### src/rtl/reg_file_8x8.sv
// Eight-entry, 8-bit general register file with two read ports and one write port.
// Latency: reads are combinational; a write lands at the CLK rising edge.
// Backpressure: BUSYWAIT high drops the write. Nothing is queued, and the writer re-presents it.
//
// Ports:
//   CLK          system clock; every state change happens on the rising edge
//   RESET        synchronous, active-high; clears all registers and VALID
//   WRITEDATA    value to store (ALU/shift result)
//   WRITEREG     destination register index
//   READREG1/2   source indices for read ports 1 and 2
//   WRITEENABLE  write request for this cycle
//   BUSYWAIT     memory stall; blocks the write while high
//   REGOUT1/2    contents of READREG1 / READREG2 (optionally forwarded)
//   VALID        bit i is set once register i has been written since reset
module reg_file_8x8 #(
  parameter int NREGS   = 8,
  parameter int WIDTH   = 8,
  parameter int FORWARD = 0
) (
  input  logic             CLK,
  input  logic             RESET,
  input  logic [WIDTH-1:0] WRITEDATA,
  input  logic [2:0]       WRITEREG,
  input  logic [2:0]       READREG1,
  input  logic [2:0]       READREG2,
  input  logic             WRITEENABLE,
  input  logic             BUSYWAIT,
  output logic [WIDTH-1:0] REGOUT1,
  output logic [WIDTH-1:0] REGOUT2,
  output logic [NREGS-1:0] VALID
);

  localparam bit FWD_EN = (FORWARD != 0);

  logic [WIDTH-1:0] regs [NREGS];
  logic [NREGS-1:0] valid_q;

  // A write commits only when requested and memory is not stalling.
  logic wr_go;
  assign wr_go = WRITEENABLE && !BUSYWAIT;

  // Bypass is live only when the write really lands at the coming edge.
  // Reset beats the write, so a reset cycle must not forward.
  logic fwd_live;
  assign fwd_live = FWD_EN && wr_go && !RESET;

  // Storage. Reset has priority over any write in the same cycle.
  always_ff @(posedge CLK) begin
    if (RESET) begin
      for (int i = 0; i < NREGS; i++) begin
        regs[i] <= '0;
      end
      valid_q <= '0;
    end else if (wr_go) begin
      regs[WRITEREG]    <= WRITEDATA;
      valid_q[WRITEREG] <= 1'b1;
    end
  end

  // Read port 1.
  always_comb begin
    REGOUT1 = regs[READREG1];
    if (fwd_live && (READREG1 == WRITEREG)) begin
      REGOUT1 = WRITEDATA;
    end
  end

  // Read port 2.
  always_comb begin
    REGOUT2 = regs[READREG2];
    if (fwd_live && (READREG2 == WRITEREG)) begin
      REGOUT2 = WRITEDATA;
    end
  end

  assign VALID = valid_q;

endmodule
### config.mk
export PLATFORM = sky130hd
export DESIGN_NAME = reg_file_8x8
export DESIGN_NICKNAME = d
export VERILOG_FILES = /design/src/rtl/reg_file_8x8.sv
export SDC_FILE = /design/constraint.sdc
export NUM_CORES = 1
export LEC_CHECK = 0
export ABC_AREA = 1
export CAP_MARGIN = 10
export CORE_UTILIZATION = 30
export CTS_CLUSTER_SIZE = 28
export DETAILED_ROUTE_END_ITERATION = 8
export GPL_ROUTABILITY_DRIVEN = 0
export HOLD_SLACK_MARGIN = 0.08
export PLACE_DENSITY_LB_ADDON = 0.15
export SETUP_SLACK_MARGIN = 0.15
export SLEW_MARGIN = 20
export SYNTH_ARGS = -nofsm -noshare
export SYNTH_HDL_FRONTEND = slang
export SYNTH_SLANG_ARGS = --single-unit
### constraint.sdc
create_clock -name CLK -period 1.4 [get_ports CLK]
set_input_delay 0.35 -clock CLK [delete_from_list [all_inputs] [get_ports CLK]]
set_output_delay 0.35 -clock CLK [all_outputs]
set_load 0.05 [all_outputs]
# Yosys cells after proc, flatten, opt, wreduce, memory -nomap -nowiden
# Memory sizes are Yosys's and may differ from the RTL's.
# Cells that the tools add are included.
[classes]
n_lt_le_gt_ge = 2
mux = 10
n_bitwise = 1
n_reduce_logical = 4
[op_table]
columns = ["op", "n"]
rows = [
  ["two-way mux 8 bit", 1],
  ["bitwise OR 8 bit", 1],
  ["OR reduction 8 bit", 1],
  ["two-way mux 1 bit", 7],
  ["< comparator 3 x 4 -> 1 bit, second input constant", 1],
  ["demux 1 bit (select 3 bit)", 1],
  ["greater-or-equal comparator 3 x 1 -> 1 bit, second input constant", 1],
  ["two-way mux 3 bit", 1],
  ["logical AND 1 bit", 2],
  ["zero test 1 bit", 1],
]
[totals]
regBits = 8
ram_bits = 64
input_bits = 21
out_inout_bits = 24
elab_cells = 19
n_memories = 1
[memory_table]
columns = ["memory", "words", "word_bits", "read_ports", "rd_ports_with_merged_regs", "wr", "line_no", "source"]
rows = [
  ["regs", 8, 8, 2, 0, 8, "35", "logic [WIDTH-1:0] regs [NREGS];"],
]

# Depth between registers and ports, before layout
[logic_depth]
word_depth = 7
depth_mapped = 8
depth_no_buf = 6

# Worst setup path after synthesis
# No wires, ideal clock.
[synth_path]
path_kind = "input to output"
start = "input port READREG1[1]"
end = "output port REGOUT1[5]"
t_arrival_ps = 1251
t_required_ps = 1050
setup_slack_ps = -201
path_stages = 7
n_path_buf = 2
path_cell_list = "buf_2 -> inv_2 -> buf_4 -> nand3_1 -> nand2_1 -> nand2_1 -> nand2_1"
[synth_between]
elab_chain_len = 1
[synth_lines]
columns = ["item", "line_no", "source"]
rows = [
  ["start, declared", "24", "input logic [2:0] READREG1,"],
  ["memory (8 x 8 bit)", "--", ""],
  ["end, declared", "28", "output logic [WIDTH-1:0] REGOUT1,"],
]
# No other way between the ends.

==> flow_metrics.tcl <==
set metrics [dict create \
    yosysSeqAreaShare_pct 50.52 \
    worstReg2RegEnd "VALID[5]$_SDFFE_PP0N_" \
    path_max_fanout 2 \
    finalWirelength_um 13820 \
    fp.coreArea_um2 13300 \
    synth_common_cells "nand2_1, inv_1, nor2_1" \
    postSynthCellCount 553 \
    num_io_pins 45 \
    pre_cts_ws_ns -0.6816 \
    r2r-start "VALID[5]$_SDFFE_PP0N_" \
    period_minus_slack_ns 1.701 \
    slowest_delay_ns 0.43 \
    grt_start_max_net_pins 33 \
    grt_usage_pct 20.33 \
    die_w_um 119.2 \
    hp-start "VALID[4]$_SDFFE_PP0N_" \
    syn-num-nets 574 \
    final_nets 655 \
    top_layer_used "met4" \
    drt_iter0_markers 295 \
    synth_area_um2 4121 \
    yosys.area.top_type "edfxtp_1" \
    final_hold_viol_count 0 \
    clock_skew_ns 0 \
    setup_slack_ns -0.3006 \
    dp.final_hpwl_um 9343 \
    antenna_left 0 \
    rows 42 \
    multi_input_area_um2 2248 \
    r2r.worst_path.cells 2 \
    crit_slowest_cell "edfxtp_1" \
    synthDistinctLibCells 14 \
    portBuffers 44 \
    grt_pass1_wl_um 21580 \
    fin_crit_sh_pct 121.5 \
    slew_violations 0 \
    power_leakage_nw 3.185 \
    register_area_um2 2086 \
    grt_pass1_vias 4024 \
    dr_wl_met3_um 914 \
    setup_viol 16 \
    outcome "finished, violations left" \
    drtPass1Iterations 4 \
    ys_warn_count 0 \
    wl_met2_um 6482 \
    ys.flop_type "edfxtp_1" \
    fmaxAchievable_ghz 0.5880 \
    fill_cells 1170 \
    synth_top_cell_area_share_pct 46.63 \
    violations "setup timing" \
    vias 3872 \
    area_delta_synth_final_pct 62.54 \
    crit_buf_inv 2 \
    insertedDiodeCount 0 \
    placed_cell_area_um2 5814 \
    synth_most_common_cell "nand2_1" \
    slew_headroom_pct 77.07 \
    crit_type "reg2out" \
    start_util_pct 31.00 \
    dieHeight_um 119.2 \
    layout.cells.non_filler 815 \
    async_reset_ff_share_pct 0 \
    cp_common_cell "nand2_2" \
    powerDensity_nw_per_um2 967.7 \
    vias_per_cell 4.751 \
    tightest_slew_ns 0.3439 \
    worstHoldPathType "reg2reg" \
    startpoint_type "flop" \
    hold_ws_ns 0.4744 \
    cts_sinks 72 \
    die_area_um2 14210 \
    grt_overflow 0 \
    cp_top_family "flip-flops" \
    drc 0 \
    worstHoldPathCells 2 \
    insertion_delay_ns 0.33 \
    clock-root-buffer "clkbuf_16" \
    synth_edf_count 64 \
    htreeDepth 3 \
    wl_met1_um 5869 \
    avgSynthCellArea_um2 7.453 \
    end_kind "primary output" \
    tritoncts "done" \
    drive_gt1_share_pct 51.33 \
    path_cells "inv_2 > nand2_1 > nand3_2 > nand2_2 > nand2_2 > nand2_4 > buf_12" \
    rsz0062_at_grt "yes" \
    min_to "VALID[4]$_SDFFE_PP0N_" \
    finalPower_w 0.006483 \
    cts_made_buffers 9 \
    wl_per_cell_um 16.96 \
    place_inst 787 \
    rrSetupSlack_ns 0.82 \
    synth-seq-cells 72 \
    required_ns 1.05 \
    cts_buffer_depth 2 \
    antenna_found_initial 0 \
    maxCapViolCount 0 \
    peakVddDrop_v 0.0005419 \
    postLayoutCellArea_um2 6699 \
    synth.area.top_cells "edfxtp_1, nand2_1, nand3_1" \
    clkTransAtPathRegs_ns 0.06 \
    worstPathArrival_ns 1.35 \
]
-- how the worst max path moves through the flow --
stage / slack, ns / depth (start not counted) / end / start
floorplan: 0.05 / 8 / REGOUT2[7] / READREG2[0]
global placement: -0.69 / 9 / REGOUT1[2] / READREG1[0]
detailed placement: -0.68 / 9 / REGOUT1[5] / READREG1[0]
CTS: -0.31 / 7 / REGOUT1[4] / regs[7][4]$_SDFFCE_PN0P_
global route: -0.35 / 7 / REGOUT1[7] / regs[7][7]$_SDFFCE_PN0P_
finish: -0.30 / 7 / REGOUT1[7] / regs[7][7]$_SDFFCE_PN0P_
-- flip-flops by register name, indices dropped and copies added, names as in the netlist --
register	flops
VALID	8
regs	64
-- power by group --
part | internal [W] | leakage [nW] | switching (W)
Sequential | 0.00245 | 0.676 | 0.0000610
Combinational | 0.000734 | 2.37 | 0.000973
Clock | 0.00138 | 0.141 | 0.000886
-- cells in the final DEF, fill, tap and decap left out, types with 3 or more instances in the layout --
cell	instances
inv_2	48
edfxtp_1	64
dfxtp_1	5
clkdlybuf4s50_1	8
nand2_2	99
nand3_2	41
nor2_1	65
nand2_4	31
nand3_1	23
inv_1	28
bufbuf_16	6
dlygate4sd2_1	7
buf_6	7
buf_12	40
dfxtp_2	3
inv_16	4
nand2_1	110
clkbuf_16	11
buf_4	18
-- stage by stage --
step	TNS, ns	utilization [%]
after CTS	-4.223	48.71
after floorplan	0	-
after global placement	-57.90	43.73
final	-4.191	50.39
after global routing	-4.941	50.39
after detailed placement	-59.82	43.73
-- area by class of cell --
class,instances,area share [%]
timing repair inverter,1,0.1681
tap,176,3.287
sequential,72,31.14
clock buffer,9,3.362
multi-input combinational,375,33.56
clock inverter,7,1.083
timing repair buffer,92,21.63
inverter,83,5.771
-- per-layer routing --
metal  global-route usage (%)  vias up
met2                    32.16      169
met4                    10.28        0
met5                        0        -
li1                         -     1861
met1                    26.14     1800
met3                    4.310       42
-- cell families (layout without fill, tap and decap cells) --
logic type,Yosys count,count (layout),share of synthesized area (%)
buffers and inverters,106,192,10.75
and+or+nand+nor,375,375,38.74
DFF,72,72,50.52
-- worst reg2reg max path, stage by stage (launching register included) --
cell     delay (ns)
dfxtp_1        0.38
nand2_1        0.07
nand2_1        0.08
-- timing repair --
item,4_1_cts,5_1_grt
hold buffers,0,0
pin swaps,44,50
cloned,8,2
buffers inserted,2,0
gates resized for setup,91,74
endpoints found under the setup margin,152,35
Power figures use the tool's default switching activity.
